===== src/rtl/reorder_buffer_if.sv =====
// Dispatch, writeback and commit signal bundle for the reorder buffer.
// The master modport is the core side; the slave modport is the buffer itself.
interface reorder_buffer_if #(
  parameter int ROB_IDX_WIDTH = 5
);
  logic                     alloc_valid;
  logic [4:0]               alloc_rd_addr;
  logic                     alloc_regf_we;
  logic                     alloc_ready;
  logic [ROB_IDX_WIDTH-1:0] alloc_rob_idx;

  logic                     wb_valid;
  logic [ROB_IDX_WIDTH-1:0] wb_rob_idx;
  logic [31:0]              wb_data;

  logic                     flush;

  logic                     commit_valid;
  logic [ROB_IDX_WIDTH-1:0] commit_rob_idx;
  logic [4:0]               commit_rd_addr;
  logic [31:0]              commit_data;
  logic                     commit_regf_we;

  logic [ROB_IDX_WIDTH:0]   count;
  logic                     empty;
  logic                     full;

  modport master (
    output alloc_valid, alloc_rd_addr, alloc_regf_we,
    input  alloc_ready, alloc_rob_idx,
    output wb_valid, wb_rob_idx, wb_data,
    output flush,
    input  commit_valid, commit_rob_idx, commit_rd_addr, commit_data, commit_regf_we,
    input  count, empty, full
  );

  modport slave (
    input  alloc_valid, alloc_rd_addr, alloc_regf_we,
    output alloc_ready, alloc_rob_idx,
    input  wb_valid, wb_rob_idx, wb_data,
    input  flush,
    output commit_valid, commit_rob_idx, commit_rd_addr, commit_data, commit_regf_we,
    output count, empty, full
  );
endinterface


===== src/rtl/reorder_buffer.sv =====
// Circular reorder buffer: in-order allocation, out-of-order writeback by index,
// and strictly in-order retirement of one completed entry per cycle.
module reorder_buffer #(
  parameter int ROB_DEPTH     = 32,
  parameter int ROB_IDX_WIDTH = 5
) (
  input logic             clk,
  input logic             rst,
  reorder_buffer_if.slave bus
);
  typedef logic [ROB_IDX_WIDTH-1:0] idx_t;
  typedef logic [ROB_IDX_WIDTH:0]   cnt_t;

  logic [ROB_DEPTH-1:0] ent_valid;
  logic [ROB_DEPTH-1:0] ent_done;
  logic [ROB_DEPTH-1:0] ent_regf_we;
  logic [4:0]           ent_rd   [ROB_DEPTH];
  logic [31:0]          ent_data [ROB_DEPTH];

  idx_t head;
  idx_t tail;
  cnt_t count_q;
  cnt_t count_next;

  logic full_w;
  logic alloc_fire;
  logic wb_fire;
  logic commit_fire;

  assign full_w      = (count_q == cnt_t'(ROB_DEPTH));
  assign alloc_fire  = bus.alloc_valid && !full_w;
  assign wb_fire     = bus.wb_valid && ent_valid[bus.wb_rob_idx];
  assign commit_fire = ent_valid[head] && ent_done[head];

  assign bus.alloc_ready   = !full_w;
  assign bus.alloc_rob_idx = tail;
  assign bus.count         = count_q;
  assign bus.empty         = (count_q == '0);
  assign bus.full          = full_w;

  always_comb begin
    count_next = count_q;
    if (alloc_fire && !commit_fire) begin
      count_next = count_q + cnt_t'(1);
    end else if (!alloc_fire && commit_fire) begin
      count_next = count_q - cnt_t'(1);
    end
  end

  // Payload is only meaningful while the matching valid bit is set, so it needs no reset.
  always_ff @(posedge clk) begin
    if (!bus.flush) begin
      if (alloc_fire) begin
        ent_rd[tail]      <= bus.alloc_rd_addr;
        ent_regf_we[tail] <= bus.alloc_regf_we;
        ent_data[tail]    <= 32'd0;
      end
      if (wb_fire) begin
        ent_data[bus.wb_rob_idx] <= bus.wb_data;
      end
    end
  end

  // Commit clears after writeback so a late rewrite of the retiring head cannot revive it.
  always_ff @(posedge clk or negedge rst) begin
    if (!rst) begin
      ent_valid          <= '0;
      ent_done           <= '0;
      head               <= '0;
      tail               <= '0;
      count_q            <= '0;
      bus.commit_valid   <= 1'b0;
      bus.commit_rob_idx <= '0;
      bus.commit_rd_addr <= 5'd0;
      bus.commit_data    <= 32'd0;
      bus.commit_regf_we <= 1'b0;
    end else if (bus.flush) begin
      ent_valid        <= '0;
      ent_done         <= '0;
      head             <= '0;
      tail             <= '0;
      count_q          <= '0;
      bus.commit_valid <= 1'b0;
    end else begin
      bus.commit_valid <= commit_fire;
      count_q          <= count_next;
      if (alloc_fire) begin
        ent_valid[tail] <= 1'b1;
        ent_done[tail]  <= 1'b0;
        tail            <= tail + idx_t'(1);
      end
      if (wb_fire) begin
        ent_done[bus.wb_rob_idx] <= 1'b1;
      end
      if (commit_fire) begin
        ent_valid[head]    <= 1'b0;
        ent_done[head]     <= 1'b0;
        head               <= head + idx_t'(1);
        bus.commit_rob_idx <= head;
        bus.commit_rd_addr <= ent_rd[head];
        bus.commit_data    <= ent_data[head];
        bus.commit_regf_we <= ent_regf_we[head] && (ent_rd[head] != 5'd0);
      end
    end
  end
endmodule


===== src/flat_wrapper.sv =====
// flat-port wrapper written by rule: the top's interface ports become plain ports
module reorder_buffer_flat 
#(
  parameter int ROB_DEPTH     = 32,
  parameter int ROB_IDX_WIDTH = 5
)
  (clk, rst, bus_alloc_valid, bus_alloc_rd_addr, bus_alloc_regf_we, bus_alloc_ready, bus_alloc_rob_idx, bus_wb_valid, bus_wb_rob_idx, bus_wb_data, bus_flush, bus_commit_valid, bus_commit_rob_idx, bus_commit_rd_addr, bus_commit_data, bus_commit_regf_we, bus_count, bus_empty, bus_full);
  reorder_buffer_if #(.ROB_IDX_WIDTH(ROB_IDX_WIDTH)) bus_i ();
  input logic clk;
  input logic rst;
  input wire logic [$bits(bus_i.alloc_valid)-1:0] bus_alloc_valid;
  input wire logic [$bits(bus_i.alloc_rd_addr)-1:0] bus_alloc_rd_addr;
  input wire logic [$bits(bus_i.alloc_regf_we)-1:0] bus_alloc_regf_we;
  output wire logic [$bits(bus_i.alloc_ready)-1:0] bus_alloc_ready;
  output wire logic [$bits(bus_i.alloc_rob_idx)-1:0] bus_alloc_rob_idx;
  input wire logic [$bits(bus_i.wb_valid)-1:0] bus_wb_valid;
  input wire logic [$bits(bus_i.wb_rob_idx)-1:0] bus_wb_rob_idx;
  input wire logic [$bits(bus_i.wb_data)-1:0] bus_wb_data;
  input wire logic [$bits(bus_i.flush)-1:0] bus_flush;
  output wire logic [$bits(bus_i.commit_valid)-1:0] bus_commit_valid;
  output wire logic [$bits(bus_i.commit_rob_idx)-1:0] bus_commit_rob_idx;
  output wire logic [$bits(bus_i.commit_rd_addr)-1:0] bus_commit_rd_addr;
  output wire logic [$bits(bus_i.commit_data)-1:0] bus_commit_data;
  output wire logic [$bits(bus_i.commit_regf_we)-1:0] bus_commit_regf_we;
  output wire logic [$bits(bus_i.count)-1:0] bus_count;
  output wire logic [$bits(bus_i.empty)-1:0] bus_empty;
  output wire logic [$bits(bus_i.full)-1:0] bus_full;
  assign bus_i.alloc_valid = bus_alloc_valid;
  assign bus_i.alloc_rd_addr = bus_alloc_rd_addr;
  assign bus_i.alloc_regf_we = bus_alloc_regf_we;
  assign bus_alloc_ready = bus_i.alloc_ready;
  assign bus_alloc_rob_idx = bus_i.alloc_rob_idx;
  assign bus_i.wb_valid = bus_wb_valid;
  assign bus_i.wb_rob_idx = bus_wb_rob_idx;
  assign bus_i.wb_data = bus_wb_data;
  assign bus_i.flush = bus_flush;
  assign bus_commit_valid = bus_i.commit_valid;
  assign bus_commit_rob_idx = bus_i.commit_rob_idx;
  assign bus_commit_rd_addr = bus_i.commit_rd_addr;
  assign bus_commit_data = bus_i.commit_data;
  assign bus_commit_regf_we = bus_i.commit_regf_we;
  assign bus_count = bus_i.count;
  assign bus_empty = bus_i.empty;
  assign bus_full = bus_i.full;
  reorder_buffer #(.ROB_DEPTH(ROB_DEPTH), .ROB_IDX_WIDTH(ROB_IDX_WIDTH)) u_core (.clk(clk), .rst(rst), .bus(bus_i));
endmodule

===== config.mk =====
export PLATFORM = sky130hd
export DESIGN_NAME = reorder_buffer_flat
export DESIGN_NICKNAME = d
export VERILOG_FILES = /design/src/rtl/reorder_buffer_if.sv /design/src/rtl/reorder_buffer.sv /design/src/flat_wrapper.sv
export SDC_FILE = /design/constraint.sdc
export NUM_CORES = 2
export LEC_CHECK = 0
export CAP_MARGIN = 20
export CELL_PAD_IN_SITES_DETAIL_PLACEMENT = 0
export CELL_PAD_IN_SITES_GLOBAL_PLACEMENT = 2
export CORE_MARGIN = 8
export CORE_UTILIZATION = 35
export CTS_CLUSTER_DIAMETER = 80
export CTS_CLUSTER_SIZE = 24
export DETAILED_ROUTE_END_ITERATION = 16
export PLACE_DENSITY_LB_ADDON = 0.1
export SLEW_MARGIN = 5
export SYNTH_ARGS = -nofsm -noshare
export SYNTH_HDL_FRONTEND = slang
export SYNTH_SLANG_ARGS = --single-unit

===== constraint.sdc =====
create_clock -name clk -period 9.6 [get_ports clk]
set_clock_uncertainty 0.15 [all_clocks]
set_input_delay 1.92 -clock clk [delete_from_list [all_inputs] [get_ports clk]]
set_output_delay 1.92 -clock clk [all_outputs]
set_load 0.02 [all_outputs]

==> reports/results.ini <==
[worst_setup_path]
end_kind=flip-flop
worstPathMaxFanout=141
required_ps=9880
r2r_slack_ps=4140
startpoint_type=input pin
arrival_ps=6660
worstSetupPathType=input pin to flip-flop

[timing]
finalSetupViolCount=0
drv_slew=0
fmax_ghz=0.1567
rsz0062_at_grt=no
period_share=0.6649
slew-limit-headroom=0.2878
worst_pin_slew_ps=1068
finalHoldViolCount=0
finalSetupTns_ps=0
finalCriticalPeriod_ps=6383

[routing]
wl_met3_mm=8.138
route.met2.wl_mm=98.06
vias=34860
detail_route.wirelength_mm=196.8
drtPass1Iterations=5
antenna_left=0
detail_route.wl_per_cell_um=31.43
drc=0
routed.top_layer=met5
wl_met1_mm=86.03
first_iter_violations=3248
viasPerCell=5.566

[grt]
grt_max_degree=142
grt_antenna_before_repair=6
overflow=0
first_global_vias=35550
grtUsageTotal=0.2146
grt_pass1_wl_mm=278.3

[floorplan]
die-area_mm2=0.1791
die_w_um=423.2
design.portCount=106
dieHeight_um=423.2
start_util=0.3521
core_mm2=0.1648
rows=149

[logic_synthesis]
synth.cell_area_mm2=0.05802
synth_area_leaders=edfxtp_1 (63%), mux4_2 (11%), nor2_1 (7.1%)
synth_cell_types=61
synth-edff-count=1216
synthArstFlopShare=0.09254
ys_seq_area_frac=0.6828
synth_fa_ha_area_frac=0.002933
synth-xor-area-share=0.001337
synth_commonest_cells=edfxtp_1 (1216), nor2_1 (1100), mux4_2 (292)
syn_inst=4033
synth_top_area_frac=0.6293
synthMuxAreaShare=0.1357
ys_ff_latch=1340
yosysMostFrequentCell=edfxtp_1
synth-main-ff-cell=edfxtp_1
synth-compound-area-share=0.04231
yosysTopAreaCell=edfxtp_1
synth_top_family_by_area=multiplexers
syn_area_per_cell_um2=14.39
syn-num-nets=4094
ys_warn_count=0
synth-simple-area-share=0.1084

[placed_design]
dp_hpwl_mm=110.3
port_buffers=105
routabilityCongestion=0.7482

[power_and_ir_drop]
p_per_area_mw_per_mm2=170.6
p_leak_nw=21.35
ir_drop_v=0.0001092
total_power_w=0.01110

[cts]
ctsResizeCount=0
cts_buffer_depth=3
cts_tree=done
cts_setup_buffers=0
cts_sinks=1340
clk_pin_slew_ps=90
hold_buffers=0
h-tree-depth=3
numCtsBuffers=93
ctsRootBufferMaster=clkbuf_16
worstSkewPairLatency_ps=720

[run]
max-cap-violations=0

[status]
status=complete, no violations

[cells_and_area]
area_delta_synth_final_pct=12.12
drive_above_1_share=0.1571
diodes=0
finalNetCount=4060

[min_path]
min-delay-path-class=flip-flop to flip-flop

-- critical path, cell delays in order --
cell,delay [ps]
clkdlybuf4s50_1,990
mux4_2,610
a22oi_1,260
nand4_1,230
and3b_1,400
nand2_4,620
buf_4,610
buf_12,690
nor2_1,140
-- state kept, by name, indices dropped and copies added (netlist names) --
name                       count
u_core.bus.commit_rd_addr      5
u_core.ent_valid              32
u_core.bus.commit_valid        1
u_core.bus.commit_regf_we      1
u_core.bus.commit_rob_idx      5
u_core.bus.alloc_rob_idx       5
u_core.ent_data             1024
u_core.bus.commit_data        32
u_core.ent_regf_we            32
u_core.ent_done               32
u_core.head                    5
u_core.bus.count               6
u_core.ent_rd                160
-- routing by layer --
layer  track usage  vias to the layer above
li1              -                    14990
met3       0.01996                      206
met4       0.05145                        2
met2        0.3669                      934
met5             0                        -
met1        0.2969                    18730
-- cell families (layout without fill, tap and decap cells) --
family,after synthesis,after routing
AOI/OAI and AO/OA,345,345
adders and majority gates,13,13
DFF,1340,1340
muxes,416,416
buffers and inverters,361,402
xor gates and xnor gates,8,8
and+or+nand+nor,1550,1550
-- layout make-up --
| class | instances | area [um^2] |
|---|---|---|
| flip-flops and latches | 1340 | 39630 |
| fillers | 15450 | 99750 |
| well taps | 2189 | 2739 |
| repair buffers | 212 | 2002 |
| clock buffers | 103 | 2385 |
| clock inverters | 67 | 860.8 |
| multi-input cells | 2332 | 17370 |
| inverters | 20 | 75.07 |
-- metrics by stage --
step	std cells	utilization	setup WS, ps	cell area, um^2	hold WS [ps]
2_1_floorplan	4033	-	3796	58020	329.9
3_3_place_gp	6089	0.3746	2591	61740	324.0
4_1_cts	6260	0.3944	3309	65000	352.3
3_5_place_dp	6090	0.3747	2535	61750	330.0
5_1_grt	6263	0.3947	3024	65050	369.0
6_report	6263	0.3947	3217	65050	345.1
-- placed cells by master (no fill, tap or decap), types with 10 or more instances in the layout --
cell	count
dfrtp_1	122
o21bai_4	10
o22ai_4	20
o21ai_0	27
inv_8	10
ha_1	12
clkinv_8	21
nor2_1	1100
a22oi_1	144
nand2_1	284
o22ai_1	36
nand3_1	15
edfxtp_1	1216
inv_1	18
and2_1	21
mux4_2	292
clkbuf_16	93
mux2i_1	78
o21a_1	28
nor3_2	10
buf_4	94
mux2_1	41
nor4_1	10
nand4_1	39
o31ai_1	16
inv_6	13
a31oi_1	28
clkdlybuf4s50_1	103
-- final timing paths --
path / startpoint / end / depth (start not counted)
min: u_core.bus.commit_rob_idx[3] / u_core.bus.commit_rob_idx[3] / 1
max: bus_wb_rob_idx[0] / u_core.ent_data[16][2] / 9
max reg2reg: u_core.head[0] / u_core.bus.count[5] / 13
max in group asynchronous: rst / u_core.bus.commit_data[1] / 2
min in group asynchronous: rst / u_core.ent_done[8] / 1
min reg2reg: u_core.bus.commit_rob_idx[3] / u_core.bus.commit_rob_idx[3] / 1
-- report_power, final --
group | switching, W | internal [W] | total (W)
logic | 0.000279 | 0.000111 | 0.000389
clock network | 0.00237 | 0.00200 | 0.00438
registers | 0.0000169 | 0.00631 | 0.00633
Note: power is estimated with default switching activity, not from simulation.
